[src/rtl/seg7_capture.sv]
// seg7_capture: receive side of a multiplexed 7-segment display bus.
// Samples the active-low segment lines and one-hot digit enables, waits for
// a pattern to hold for STABLE_CYCLES consecutive samples, then commits the
// decoded decimal value (or blank) into the per-digit readback registers.
//
// Output strobe semantics: update is a single-cycle pulse, high for exactly
// one cycle per legal/blank commit; update_idx, digits and valid are already
// final in that cycle and update_idx holds its value while update is low.
// There is no back-pressure: a consumer that wants every commit must sample
// on every cycle in which update is high.
module seg7_capture #(
  parameter int DIGITS        = 4,
  parameter int STABLE_CYCLES = 8,
  localparam int IW = (DIGITS > 1) ? $clog2(DIGITS) : 1,
  localparam int CW = $clog2(STABLE_CYCLES + 1)
) (
  input  logic                clk,
  input  logic                rst_n,
  input  logic [6:0]          seg_in,
  input  logic [DIGITS-1:0]   dig_en,
  input  logic                err_clr,
  output logic [4*DIGITS-1:0] digits,
  output logic [DIGITS-1:0]   valid,
  output logic                update,
  output logic [IW-1:0]       update_idx,
  output logic                err,
  output logic [IW-1:0]       err_idx
);

  localparam logic [CW-1:0] CNT_MAX    = CW'(STABLE_CYCLES);
  localparam logic [CW-1:0] CNT_COMMIT = CW'(STABLE_CYCLES - 1);

  // Input sample and previous-sample registers
  logic [6:0]        seg_q, seg_d;
  logic [DIGITS-1:0] dig_q, dig_d;
  logic [6:0]        seg_p_q, seg_p_d;
  logic [DIGITS-1:0] dig_p_q, dig_p_d;

  // Stability counter
  logic [CW-1:0]     cnt_q, cnt_d;

  // Output registers
  logic [4*DIGITS-1:0] digits_q, digits_d;
  logic [DIGITS-1:0]   valid_q, valid_d;
  logic                update_q, update_d;
  logic [IW-1:0]       update_idx_q, update_idx_d;
  logic                err_q, err_d;
  logic [IW-1:0]       err_idx_q, err_idx_d;

  // Combinational helpers
  logic          dig_onehot;
  logic          sample_same;
  logic          commit;
  logic [IW-1:0] dig_idx;
  logic          dec_legal;
  logic          dec_blank;
  logic [3:0]    dec_val;

  // Input stage: register the bus once and keep one sample of history
  always_comb begin
    seg_d   = seg_in;
    dig_d   = dig_en;
    seg_p_d = seg_q;
    dig_p_d = dig_q;
  end

  // Stability tracking: one-hot check, change detect, saturating run counter
  always_comb begin
    dig_onehot  = (dig_q != '0) && ((dig_q & (dig_q - DIGITS'(1))) == '0);
    sample_same = (seg_q == seg_p_q) && (dig_q == dig_p_q);
    cnt_d       = cnt_q;
    if (!dig_onehot) begin
      cnt_d = '0;
    end else if (!sample_same) begin
      cnt_d = CW'(1);
    end else if (cnt_q != CNT_MAX) begin
      cnt_d = cnt_q + CW'(1);
    end
    // Commit only on the single step into saturation, so a held pattern
    // never commits twice.
    commit = dig_onehot && sample_same && (cnt_q == CNT_COMMIT);
  end

  // Index of the enabled digit (only meaningful when dig_q is one-hot)
  always_comb begin
    dig_idx = '0;
    for (int i = 0; i < DIGITS; i++) begin
      if (dig_q[i]) dig_idx = IW'(i);
    end
  end

  // Segment decode; pattern literals are written g..a, active low
  always_comb begin
    dec_legal = 1'b1;
    dec_blank = 1'b0;
    dec_val   = 4'd0;
    case (seg_q)
      7'b1000000: dec_val = 4'd0;
      7'b1111001: dec_val = 4'd1;
      7'b0100100: dec_val = 4'd2;
      7'b0110000: dec_val = 4'd3;
      7'b0011001: dec_val = 4'd4;
      7'b0010010: dec_val = 4'd5;
      7'b0000010: dec_val = 4'd6;
      7'b1011000: dec_val = 4'd7;
      7'b0000000: dec_val = 4'd8;
      7'b0010000: dec_val = 4'd9;
      7'b1111111: dec_blank = 1'b1;
      default:    dec_legal = 1'b0;
    endcase
  end

  // Commit logic: update the addressed digit or flag an illegal pattern
  always_comb begin
    digits_d     = digits_q;
    valid_d      = valid_q;
    update_d     = 1'b0;
    update_idx_d = update_idx_q;
    err_d        = err_q & ~err_clr;
    err_idx_d    = err_idx_q;
    if (commit) begin
      if (dec_legal) begin
        digits_d[4*int'(dig_idx) +: 4] = dec_blank ? 4'd0 : dec_val;
        valid_d[dig_idx]               = ~dec_blank;
        update_d                       = 1'b1;
        update_idx_d                   = dig_idx;
      end else begin
        // A new illegal commit wins over a simultaneous clear.
        err_d     = 1'b1;
        err_idx_d = dig_idx;
      end
    end
  end

  // State registers with synchronous active-low reset
  always_ff @(posedge clk) begin
    if (!rst_n) begin
      seg_q        <= '0;
      dig_q        <= '0;
      seg_p_q      <= '0;
      dig_p_q      <= '0;
      cnt_q        <= '0;
      digits_q     <= '0;
      valid_q      <= '0;
      update_q     <= 1'b0;
      update_idx_q <= '0;
      err_q        <= 1'b0;
      err_idx_q    <= '0;
    end else begin
      seg_q        <= seg_d;
      dig_q        <= dig_d;
      seg_p_q      <= seg_p_d;
      dig_p_q      <= dig_p_d;
      cnt_q        <= cnt_d;
      digits_q     <= digits_d;
      valid_q      <= valid_d;
      update_q     <= update_d;
      update_idx_q <= update_idx_d;
      err_q        <= err_d;
      err_idx_q    <= err_idx_d;
    end
  end

  assign digits     = digits_q;
  assign valid      = valid_q;
  assign update     = update_q;
  assign update_idx = update_idx_q;
  assign err        = err_q;
  assign err_idx    = err_idx_q;

endmodule

[config.mk]
export PLATFORM = sky130hd
export DESIGN_NAME = seg7_capture
export DESIGN_NICKNAME = d
export VERILOG_FILES = /design/src/rtl/seg7_capture.sv
export SDC_FILE = /design/constraint.sdc
export NUM_CORES = 1
export LEC_CHECK = 0
export ABC_AREA = 1
export CORE_MARGIN = 5
export CORE_UTILIZATION = 35
export DETAILED_ROUTE_END_ITERATION = 8
export HOLD_SLACK_MARGIN = 0.02
export PLACE_DENSITY_LB_ADDON = 0.25
export SLEW_MARGIN = 40
export SYNTH_ARGS = -nofsm -noshare
export SYNTH_HDL_FRONTEND = slang
export SYNTH_SLANG_ARGS = --single-unit
[constraint.sdc]
create_clock -name clk -period 2.6 [get_ports clk]
set_input_delay 0.52 -clock clk [delete_from_list [all_inputs] [get_ports clk]]
set_output_delay 0.52 -clock clk [all_outputs]
set_load 0.02 [all_outputs]
## Yosys cells after proc, flatten, opt, wreduce, memory -nomap -nowiden

Cells that the tools add are included.

- Register bits: 52
- Input port bits: 14
- Output and inout bits: 26
- Word-level logic and storage cells: 69

- Add/subtract/negate cells: 3
- Order comparisons: 2
- Equality and inequality tests: 15
- Shift operators: 2
- Muxes and demuxes: 16
- Bitwise logic cells: 5
- Reduce and logical (&&, ||, !) cells: 14

Operators with widths:

| operator | count |
|---|---|
| $pmux 4 s9 | 1 |
| $neg 4->33 | 1 |
| $shift 4x33->16 const A | 1 |
| $shiftx 4x33->16 | 1 |
| $eq 7x7->1 const B | 4 |
| $eq 7x5->1 const B | 3 |
| $bwmux 16 | 1 |
| $eq 7x6->1 const B | 2 |
| $reduce_or 11->1 | 1 |
| $mux 1 | 9 |
| $reduce_and 2->1 | 4 |
| $eq 7x2->1 const B | 1 |
| $eq 7x7->1 | 1 |
| $logic_not 7->1 | 1 |
| $logic_and 1x1->1 | 5 |
| $add 4x1->4 const B | 1 |
| $and 4x4->4 | 1 |
| $bwmux 4 | 1 |
| $eq 4x3->1 const B | 1 |
| $eq 4x4->1 | 1 |
| $logic_not 4->1 | 1 |
| $mux 2 | 2 |
| $mux 4 | 1 |
| $ne 4x4->1 const B | 1 |
| 9 further kinds | 11 |

## Depth between registers and ports, before layout

- Word-level depth: 8
- Depth in mapped cells: 13
- Mapped depth without buffers: 12

## Worst setup path after synthesis

OpenSTA, ideal clock, no wires.

- Kind: register to register
- From: register dig_q[3] (netlist: dig_p_d[3])
- To: register digits_q[0] (netlist: digits[0])
- Library setup time: 0.065 ns
- Data arrival time: 1.744 ns
- Data required time: 2.535 ns
- Setup slack: 0.791 ns
- Stages on the path, launching flop included: 10
- Buffers on the path: 1
- Clock period less this slack: 1.809 ns
- Cell sequence: dfxtp_1 nor2_1 inv_2 ha_1 buf_1 inv_1 nor2_1 and3_1 o21ai_1 nor2_1

- Elaborated cells on any way between the ends: 15
- Those cells by class: add/sub (2); eq/ne (1); shift (2); mux (2); bitwise (1); reduce/logical (7)

RTL lines:

| element | line | RTL |
|---|---|---|
| start, declared | 35 | `logic [DIGITS-1:0] dig_q, dig_d;` |
| start signal, assigned | 151 | `dig_q <= dig_d;` |
| $mux 2 * | 88 | `if (dig_q[i]) dig_idx = IW'(i);` |
| named net dig_idx[1] | 54 | `logic [IW-1:0] dig_idx;` |
| $neg 4->33 * | 123 | `digits_d[4*int'(dig_idx) +: 4] = dec_blank ? 4'd0 : dec_val;` |
| $shiftx 4x33->16 or $shift 4x33->16 (tied branches) | 123 |  |
| $bwmux 16 * | 123 |  |
| end signal, assigned | 155 | `digits_q <= digits_d;` |
| end, declared | 43 | `logic [4*DIGITS-1:0] digits_q, digits_d;` |

Mark *: on every way through the listed nets, which the timed path passes. The rest lies on a longest branch.
A chain may end at the register's enable or synchronous reset.

## Worst setup path after layout

Ends and elaborated chain as after synthesis.

==> summary.md <==
| Metric | Value |
|---|---|
| Run status | finished, final reports clean |
| Final Instance Area | roughly 3100 um2 |
| Residual DRC count | 0 |
| 1st-pass router iterations | 4 |
| Fill count | around 800 |
| Seq. cell area | around 1000 um2 |
| # diodes | 0 |
| Worst hold margin | 0.4666 ns |
| Hold Path Cell Cnt | 2 |
| CTS clk-pin slew, worst paths | roughly 0.10 ns |
| Clock skew | around 0.012 ns |
| Critical path depth in cells | 8 |
| Top_reg_cell synth | dfxtp_1 |
| Root Buffer | clkbuf_8 |
| Site Rows | 31 |
| Start point of the critical path | dig_p_d[3] |
| Die W | ~96 um |
| Number of synthesized flops with an enable pin | 0 |
| Clock tree from TritonCTS | built |
| Max Cap Viol | 0 |
| Slowest cell delay on critical path | roughly 0.44 ns |
| Worst Setup EP | digits[0] |
| Sequence of cells on the critical path | nor2_1 > inv_2 > ha_1 > inv_1 > nor2_1 > and3_1 > o21ai_1 > nor2_1 |
| Fin crit period | 1.954 ns |
| Global-route wire length before repair | ~9 mm |
| Initial antenna violation count | 0 |
| Wire per inst | around 10 um |
| Die ar. | ~9200 um2 |
| Worst vdd ir | approximately 0.00021 V |
| Worst Tran Pin Value | between 0.4 and 0.5 ns |
| Post-CTS sizing | 0 |
| DR vias/cell | between 4 and 5 |
| Asr flop ratio synth | 0% |
| Critical Path RT | 2.85 ns |
| Largest net degree at the start of global routing | 26 |
| GPL Wtd Cong | about 0.84 |
| Die height | about 96 um |
| Reg-to-Reg End | digits[0] |
| Worst Slack Setup Final | around 0.65 ns |
| Setup violations, final | 0 |
| Cells after Synth | about 380 |
| Final Max Tran Viols | 0 |
| Hold_sp | digits[10] |
| Distinct cells, synth | 27 |
| Nets | 435 |
| PwrDens | 469.9 nW/um2 |
| Syn nets | between 300 and 400 |
| Ys Warns | 0 |
| Top cells by area, synth | dfxtp_1 (41%), nand2_1 (15%), inv_1 (8.3%) |
| Reg2Reg Launch Point | dig_p_d[3] |
| Setup WS pre-CTS | around 0.66 ns |
| Slowest stage cell, crit path | ha_1 |
| Starting density of the core | a little over a third |
| IO Pins | 40 |
| Unrepaired setup endpoints after global routing | no |
| Final Non-Filler Cells | roughly 520 |
| Synth Cell Area | around 2600 um2 |
| CTS H-tree depth | 2 |
| Leakage dissipation | roughly 1.5 nW |
| Setup Crit Path Kind | register to register |
| Highest clock rate | about 510 MHz |
| R2R setup slack | between 0.6 and 0.7 ns |
| Post-DP HPWL | roughly 4.1 mm |
| Via count | around 2200 |
| CP Buf/Inv Count | 2 |
| Placed cells | a little over 500 |
| Top cell type's share of synthesized area | between 40% and 50% |
| Post-CTS Setup Inserts | 0 |
| Worst hold path class | register to register |
| CTS Buf Count | 5 |
| Total detailed-routing wirelength | 5.140 mm |
| Clock buffer depth | 2 |
| Post-synth top area cell | dfxtp_1 |
| Core region area | 7214 um2 |
| Worst-Skew Late Latency | a little over 0.3 ns |
| Clk sink count | 52 |
| R2R depth | 8 |
| GR Overflow Total | 0 |
| Crit-path leading delay family | simple AND/OR/NAND/NOR gates |
| Initial DRC count | 95 |
| CP max FO | 9 |
| Top-count cell post-synth | nand2_1 |
| FF+latch count, synth | 52 |
| Area growth from synthesis to layout | 22.05% |
| Critical Path Sink Type | register |
| GRT Total Usage | about an eighth |
| Hold-fix buffers, CTS | 0 |
| ANT nets after route | 0 |
| Fin crit share | 75.15% |
| CP arrival | between 2 and 2.5 ns |
| Area after DPL | 3047 um2 |
| Register area share after synthesis | between 40% and 50% |
| Synth top cells by count | nand2_1 (100), inv_1 (57), nor2_1 (57), dfxtp_1 (52), nand3_1 (31) |
| Vias in the first global route | 1990 |
| Area of the multi-input gates | between 1000 and 1500 um2 |
| Post-Syn Area per Cell | between 6 and 7 um2 |
| Post-route setup TNS | 0 ns |
| # port buffers | 39 |
| CP most frequent cell | nor2_1 |
| Worst setup SP type | register |
| Rel. slew slack | 68.64% |
| Hold Vio Cnt, Final | 0 |
| Layout cells sized above 1 | 8.173% |
## cell families (layout without fill, tap and decap cells)
family | Yosys count | in the layout | synth area share (%)
AND/OR/NAND/NOR | 207 | 207 | 35.78
adder cells (fa/ha/maj) | 6 | 6 | 2.921
XOR/XNOR | 8 | 8 | 2.726
buffers and inverters | 73 | 112 | 11.59
AO/OA/AOI/OAI | 31 | 31 | 6.475
flip-flops | 52 | 52 | 40.51
## worst reg2reg max path, cell delays in order, from the launching register on
cell     delay [ns]
dfxtp_1        0.37
nor2_1         0.24
inv_2          0.12
ha_1           0.44
inv_1          0.14
nor2_1         0.24
and3_1         0.20
o21ai_1        0.07
nor2_1         0.08
## per-stage QoR
| step | utilization [%] | total power [mW] |
|---|---|---|
| after floorplan | - | 0.9801 |
| after global placement | 42.23 | 1.027 |
| after detailed placement | 42.23 | 1.029 |
| after CTS | 43.48 | 1.504 |
| after global routing | 43.48 | 1.558 |
| final | 43.48 | 1.474 |
## power by group
group | switching [mW] | internal, mW | total (mW) | leakage [nW]
Sequential | 0.0208 | 0.814 | 0.834 | 0.424
Combinational | 0.109 | 0.0663 | 0.175 | 0.999
Clock | 0.273 | 0.191 | 0.464 | 0.0445
Total | 0.403 | 1.07 | 1.47 | 1.47
## cell type report
class,count,share of cell area (%)
Tap cell,99,3.949
Clock buffer,5,2.194
Inverter,64,7.659
Multi-Input combinational cell,252,39.25
Sequential cell,52,33.19
Clock inverter,3,0.6781
Timing Repair Buffer,40,13.08
## placed cells by master (no fill, tap or decap), types with 2 or more instances in the layout
cell / count
a21oi_1: 18
nand3_2: 4
nand2_1: 100
inv_2: 7
nor2_4: 3
dfxtp_1: 52
nor2_2: 3
clkbuf_8: 5
a21oi_2: 3
nand2_2: 3
xnor2_1: 6
nor2_1: 57
nand3_1: 31
clkdlybuf4s50_1: 39
o21ai_0: 5
ha_1: 6
inv_1: 57
o21ai_1: 5
xor2_1: 2
## worst min path at each step
stage,end
after floorplan,dig_p_q[2]
after global placement,digits[9]
after detailed placement,digits[10]
after CTS,digits[10]
after global routing,digits[8]
final,digits[10]
## routing by layer
layer	part of all wire [%]	wire, um	track usage [%]	vias to the layer above
met5	0	0	0	-
met1	49	2537	15.90	963
li1	-	-	-	1214
met2	45	2299	19.63	38
met4	1.9	98	4.621	0
met3	4.0	204	1.876	8
## state kept, by name (all words and copies together), names as in the netlist
register    count
err             1
err_idx         2
cnt_q           4
digits         16
update_idx      2
update          1
seg_p_d         7
dig_p_q         4
seg_p_q         7
valid           4
dig_p_d         4
(Power assumes the default switching activity.)
